==> config.mk <==
export PLATFORM = sky130hd
export DESIGN_NAME = mem_access
export DESIGN_NICKNAME = d
export VERILOG_FILES = /design/src/rtl/mem_access_pkg.sv /design/src/rtl/mem_load_align.sv /design/src/rtl/mem_access.sv
export SDC_FILE = /design/constraint.sdc
export NUM_CORES = 1
export LEC_CHECK = 0
export CELL_PAD_IN_SITES_DETAIL_PLACEMENT = 0
export CELL_PAD_IN_SITES_GLOBAL_PLACEMENT = 2
export CORE_UTILIZATION = 15
export DETAILED_ROUTE_END_ITERATION = 6
export PLACE_DENSITY = 0.93
export SLEW_MARGIN = 25
export SYNTH_ARGS = -nofsm -noshare
export SYNTH_HDL_FRONTEND = slang
export SYNTH_HIERARCHICAL = 1
export SYNTH_SLANG_ARGS = --single-unit
==> constraint.sdc <==
create_clock -name clk -period 3.9 [get_ports clk]
set_input_delay 0.585 -clock clk [delete_from_list [all_inputs] [get_ports clk]]
set_output_delay 0.585 -clock clk [all_outputs]
set_load 0.02 [all_outputs]
==> src/rtl/mem_access_pkg.sv <==
// Shared definitions for the memory-access pipeline stage: operation codes,
// bus widths, FSM state encoding and access-size helpers.
package mem_access_pkg;

   localparam int unsigned DATA_W = 32;
   localparam int unsigned ADDR_W = 32;
   localparam int unsigned REG_AW = 5;
   localparam int unsigned OP_W   = 8;
   localparam int unsigned SEL_W  = 4;

   localparam logic [OP_W-1:0] OP_LB  = 8'hE0;
   localparam logic [OP_W-1:0] OP_LH  = 8'hE1;
   localparam logic [OP_W-1:0] OP_LW  = 8'hE3;
   localparam logic [OP_W-1:0] OP_LBU = 8'hE4;
   localparam logic [OP_W-1:0] OP_LHU = 8'hE5;
   localparam logic [OP_W-1:0] OP_SB  = 8'hE8;
   localparam logic [OP_W-1:0] OP_SH  = 8'hE9;
   localparam logic [OP_W-1:0] OP_SW  = 8'hEB;

   typedef enum logic [1:0] {
      ST_IDLE = 2'd0,
      ST_BUSY = 2'd1,
      ST_DONE = 2'd2
   } state_t;

   typedef enum logic [1:0] {
      SZ_BYTE = 2'd0,
      SZ_HALF = 2'd1,
      SZ_WORD = 2'd2
   } acc_size_t;

   function automatic logic is_load(input logic [OP_W-1:0] op);
      return (op == OP_LB) || (op == OP_LBU) || (op == OP_LH) ||
             (op == OP_LHU) || (op == OP_LW);
   endfunction

   function automatic logic is_store(input logic [OP_W-1:0] op);
      return (op == OP_SB) || (op == OP_SH) || (op == OP_SW);
   endfunction

   // Non-memory codes report SZ_WORD; callers qualify with is_load/is_store.
   function automatic acc_size_t acc_size(input logic [OP_W-1:0] op);
      acc_size_t sz;
      case (op)
         OP_LB, OP_LBU, OP_SB: sz = SZ_BYTE;
         OP_LH, OP_LHU, OP_SH: sz = SZ_HALF;
         default:              sz = SZ_WORD;
      endcase
      return sz;
   endfunction

endpackage

==> src/rtl/mem_load_align.sv <==
// Selects the addressed byte/half lane of a big-endian read word and
// sign- or zero-extends it according to the load opcode.
module mem_load_align
   import mem_access_pkg::*;
(
   input  logic [OP_W-1:0]   aluop,
   input  logic [1:0]        addr_lsb,
   input  logic [DATA_W-1:0] rdata,
   output logic [DATA_W-1:0] ld_data
);

   logic [7:0]  byte_lane;
   logic [15:0] half_lane;

   // Address 00 maps to the most significant lane.
   always_comb begin
      case (addr_lsb)
         2'b00:   byte_lane = rdata[31:24];
         2'b01:   byte_lane = rdata[23:16];
         2'b10:   byte_lane = rdata[15:8];
         default: byte_lane = rdata[7:0];
      endcase
      half_lane = addr_lsb[1] ? rdata[15:0] : rdata[31:16];
   end

   always_comb begin
      case (aluop)
         OP_LB:   ld_data = {{24{byte_lane[7]}}, byte_lane};
         OP_LBU:  ld_data = {24'h000000, byte_lane};
         OP_LH:   ld_data = {{16{half_lane[15]}}, half_lane};
         OP_LHU:  ld_data = {16'h0000, half_lane};
         default: ld_data = rdata;
      endcase
   end

endmodule

==> src/rtl/mem_access.sv <==
// MEM pipeline stage: issues data-memory requests for loads/stores, stalls
// the pipeline until the memory acknowledges, and forwards results to MEM/WB.
//
// state   | meaning
// IDLE    | pass-through; aligned load/store raises request and stall
// BUSY    | request held, waiting for dmem_ack (no timeout)
// DONE    | one cycle presenting the final result, stall released
module mem_access
   import mem_access_pkg::*;
(
   input  logic              clk,
   input  logic              rst,
   input  logic [REG_AW-1:0] ex_wd,
   input  logic              ex_wreg,
   input  logic [DATA_W-1:0] ex_wdata,
   input  logic [DATA_W-1:0] ex_hi,
   input  logic [DATA_W-1:0] ex_lo,
   input  logic              ex_whilo,
   input  logic [OP_W-1:0]   ex_aluop,
   input  logic [ADDR_W-1:0] ex_mem_addr,
   input  logic [DATA_W-1:0] ex_reg2,
   input  logic [DATA_W-1:0] dmem_rdata,
   input  logic              dmem_ack,
   output logic              dmem_req,
   output logic              dmem_we,
   output logic [ADDR_W-1:0] dmem_addr,
   output logic [SEL_W-1:0]  dmem_sel,
   output logic [DATA_W-1:0] dmem_wdata,
   output logic [REG_AW-1:0] mem_wd,
   output logic              mem_wreg,
   output logic [DATA_W-1:0] mem_wdata,
   output logic [DATA_W-1:0] mem_hi,
   output logic [DATA_W-1:0] mem_lo,
   output logic              mem_whilo,
   output logic              stallreq,
   output logic              mem_misalign
);

   state_t            state_q, state_d;
   logic [DATA_W-1:0] ld_word_q;
   logic [DATA_W-1:0] ld_ext;

   logic              op_load, op_store, op_mem, misaligned;
   acc_size_t         size_c;
   logic              req_c, stall_c, misal_c, wreg_c, bus_act;
   logic [DATA_W-1:0] mwdata_c;
   logic [SEL_W-1:0]  sel_c;
   logic [DATA_W-1:0] st_data_c;

   assign op_load    = is_load(ex_aluop);
   assign op_store   = is_store(ex_aluop);
   assign op_mem     = op_load || op_store;
   assign size_c     = acc_size(ex_aluop);
   assign misaligned = ((size_c == SZ_HALF) && ex_mem_addr[0]) ||
                       ((size_c == SZ_WORD) && (ex_mem_addr[1:0] != 2'b00));

   mem_load_align u_align (
      .aluop    (ex_aluop),
      .addr_lsb (ex_mem_addr[1:0]),
      .rdata    (ld_word_q),
      .ld_data  (ld_ext)
   );

   // Reset wins over dmem_ack, so an ack coinciding with rst is dropped.
   always_ff @(posedge clk) begin
      if (rst) begin
         state_q   <= ST_IDLE;
         ld_word_q <= '0;
      end else begin
         state_q <= state_d;
         if ((state_q == ST_BUSY) && dmem_ack) begin
            ld_word_q <= dmem_rdata;
         end
      end
   end

   always_comb begin
      state_d  = state_q;
      req_c    = 1'b0;
      stall_c  = 1'b0;
      misal_c  = 1'b0;
      wreg_c   = ex_wreg;
      mwdata_c = ex_wdata;
      case (state_q)
         ST_IDLE: begin
            if (op_mem) begin
               wreg_c   = 1'b0;
               mwdata_c = '0;
               if (misaligned) begin
                  misal_c = 1'b1;
               end else begin
                  req_c   = 1'b1;
                  stall_c = 1'b1;
                  state_d = ST_BUSY;
               end
            end
         end
         ST_BUSY: begin
            req_c    = 1'b1;
            stall_c  = 1'b1;
            wreg_c   = 1'b0;
            mwdata_c = '0;
            if (dmem_ack) begin
               state_d = ST_DONE;
            end
         end
         ST_DONE: begin
            state_d  = ST_IDLE;
            mwdata_c = op_load ? ld_ext : ex_wdata;
         end
         default: state_d = ST_IDLE;
      endcase
   end

   always_comb begin
      sel_c     = 4'b1111;
      st_data_c = ex_reg2;
      case (size_c)
         SZ_BYTE: begin
            st_data_c = {4{ex_reg2[7:0]}};
            case (ex_mem_addr[1:0])
               2'b00:   sel_c = 4'b1000;
               2'b01:   sel_c = 4'b0100;
               2'b10:   sel_c = 4'b0010;
               default: sel_c = 4'b0001;
            endcase
         end
         SZ_HALF: begin
            st_data_c = {2{ex_reg2[15:0]}};
            sel_c     = ex_mem_addr[1] ? 4'b0011 : 4'b1100;
         end
         default: begin
            sel_c     = 4'b1111;
            st_data_c = ex_reg2;
         end
      endcase
   end

   // Outputs are forced to zero for as long as rst is high.
   assign bus_act      = !rst && req_c;
   assign dmem_req     = bus_act;
   assign dmem_we      = bus_act && op_store;
   assign dmem_addr    = bus_act ? {ex_mem_addr[31:2], 2'b00} : '0;
   assign dmem_sel     = bus_act ? sel_c : '0;
   assign dmem_wdata   = (bus_act && op_store) ? st_data_c : '0;
   assign stallreq     = !rst && stall_c;
   assign mem_misalign = !rst && misal_c;
   assign mem_wreg     = !rst && wreg_c;
   assign mem_wdata    = rst ? '0 : mwdata_c;
   assign mem_wd       = rst ? '0 : ex_wd;
   assign mem_hi       = rst ? '0 : ex_hi;
   assign mem_lo       = rst ? '0 : ex_lo;
   assign mem_whilo    = !rst && ex_whilo;

endmodule

==> qor.csv <==
metric,value,unit
run status,"finished, final reports clean",
drt wl/cell,17.3,µm
# DRC,0,
final setup vio count,0,
# H-tree levels,2,
worst rel slew slack,41.0,%
synth warn,6,
clock latency on the worst-skew pair,0.28,ns
drt pass-1 iters,5,
Yosys reg bits,34,
First DRT Iteration DRCs,270,
end-of-flow core utilization,32.6,%
crit path time final,3.81,ns
clock root buffer,clkbuf_16,
initial antenna violation count,2,
TNS Setup,0,ns
Core Rows,58,
Layout Skew,0.00682,ns
ys async rst share,0,%
post-route ant nets,0,
port bufs,382,
total clock sinks,34,
number of global-route vias before repair,5095,
Max Cap Viol,0,
share of the synthesized area in the top cell type,17.3,%
Worst Path Required,3.31,ns
"most used cell, CP",clkdlybuf4s50_1,
"wirelength, routed",21.3,mm
Worst Hold Path Cells,2,
Critical Path Stages,6,
prevailing post-synth register cell,dfxtp_1,
Tcrit/Tclk final,97.7,%
most common cell in the synthesized netlist,nand2_1,
critical path cell sequence,clkdlybuf4s50_1 -> and4b_2 -> a311oi_1 -> or4_4 -> a211oi_1 -> clkdlybuf4s50_1,
DP Wirelength,17.6,mm
endpoints failing hold,0,
largest net degree at the start of global routing,59,
Initial Utilization,15.4,%
nature of the critical path startpoint,primary input,
VDD IR max,0.000191,V
crit-path leading delay family,buffers and inverters,
Final Net Count,1111,
Horiz. Die Dim,164,µm
endpoint class of the critical path,primary output,
CP arrival,3.22,ns
most common library cells after synthesis,"93 x nand2_1, 70 x nor2b_1, 46 x a21oi_1, 42 x clkbuf_1, 39 x and2_1",
R2R cell count,5,
Worst-Margin Slew,0.884,ns
first-pass GRT wire length,30.5,mm
Setup CP Type,primary input to primary output,
CTS buffer count,5,
RSZ-0062 raised after global routing,false,
worst path bufs/invs,2,
Longest Clk Path Bufs,2,
Final Wtd Congestion,0.812,
die area,0.0269,mm²
hold_buf cts,0,
Pwr per Cell Area,177,mW/mm²
f_max,0.262,GHz
clk slew on worst S/H paths,0.05,ns
"slowest stage delay, CP",0.69,ns
Gate Count Post-Synth,549,
CTS tree,yes,
slowest CP cell,or4_4,
Post-synth EDFFs,0,
CP max FO,25,
area grow syn2layout,111,%
largest cells by area after synthesis,"dfxtp_1 17%, nor2b_1 11%, nand2_1 8.9%",
Lkg Pwr,2.88,nW
mapped cell area,0.00394,mm²
"Distinct cells, synth",53,
register area share after synthesis,17.3,%
postcts setup bufs,0,
die height,164,µm
Yosys top cell by area,dfxtp_1,
GRT Util Overall,14.8,%
Vias/cell,4.28,
Core ar.,0.0255,mm²
hold slack,0.479,ns
layout cells sized above 1,7.21,%
total number of vias,5278,
global route total overflow,0,
Ports,385,
syn_area_per_cell,7.17,µm²
Tightest Hold Check Type,flip-flop to flip-flop,
Final Max Tran Viols,0,
# diodes,0,
==> cell type report <==
type | count | area, µm²
clock buffer | 5 | 125
clock inverter | 3 | 68.8
fill | 2703 | 17200
inverter | 13 | 51.3
multi-input combinational | 442 | 2920
sequential | 34 | 681
tap | 330 | 413
timing repair buffer | 405 | 4030
==> repair_timing <==
item                       in CTS  in global routing
hold endpoints to repair        0                  0
gates resized for setup         0                  2
setup endpoints to repair       0                 15
==> cell families after synthesis <==
logic type	Yosys count	share of synthesized area [%]
AOI/OAI and AO/OA	165	31.4
other	1	0.0953
and+or+nand+nor	250	33.3
DFF	34	17.3
buffers and inverters	74	8.93
muxes	25	8.97
==> per-stage QoR <==
stage                     worst slack (ns)  cell area, µm²  std cells  total power, mW
after CTS                          0.00304            8290       1232             1.48
final                               0.0901            8290       1232             1.46
after global placement              0.0751            8090       1224            0.959
after global routing               0.00100            8290       1232             1.52
after floorplan                       1.13            3940        550            0.579
after detailed placement            0.0162            8090       1224            0.959
==> worst reg2reg max path: cells and delay by family, from the launching register on <==
family	cells	cell delay [ns]
buf+inv	1	0.30
compound gates	1	0.11
simple gates	3	0.95
flops	1	0.54
==> metal layers <==
metal  GRT usage, %  share of wire (%)  vias up
met5              0              0.061        -
met4           2.31               0.73        2
met3           2.50                6.4       12
met2           25.6                 50      202
met1           19.5                 43     2413
li1               -                  -     2649
==> flip-flops by register name, indices dropped and copies added (netlist names) <==
| name | cells |
|---|---|
| ld_word_q | 32 |
| state_q | 2 |
==> cells in the final DEF (no fill, tap or decap), types with 2 or more instances in the layout <==
cell,count
a211o_1,7
a211oi_1,5
a211oi_2,4
a21boi_0,2
a21oi_1,45
a21oi_2,6
a221oi_1,9
a22o_1,32
and2_1,39
buf_12,4
buf_2,2
buf_4,21
bufinv_16,2
clkbuf_16,5
clkdlybuf4s50_1,378
conb_1,2
dfxtp_1,34
inv_1,12
mux2_2,2
mux2i_1,15
mux4_2,8
nand2_1,93
nand2b_1,10
nor2_1,14
nor2_2,2
nor2b_1,70
nor4_1,8
o211a_1,2
o21ai_0,11
o2bb2ai_1,23
o31ai_1,2
o41ai_1,8
or2_2,2
==> final timing paths <==
kind                                   start  slack (ns)        endpoint
worst max-delay path             ex_aluop[5]        0.09  dmem_wdata[25]
worst min-delay path            ld_word_q[0]        0.48    ld_word_q[0]
worst max register to register    state_q[0]        1.93   ld_word_q[26]
worst min register to register  ld_word_q[0]        0.48    ld_word_q[0]
==> where the power goes <==
group          total (mW)  internal, mW  switching [mW]  leakage [nW]
sequential          0.351         0.349         0.00231         0.274
clock               0.516         0.367           0.149        0.0940
combinational       0.597         0.350           0.247          2.51
total                1.46          1.07           0.399          2.88
Power figures use the tool's default switching activity.
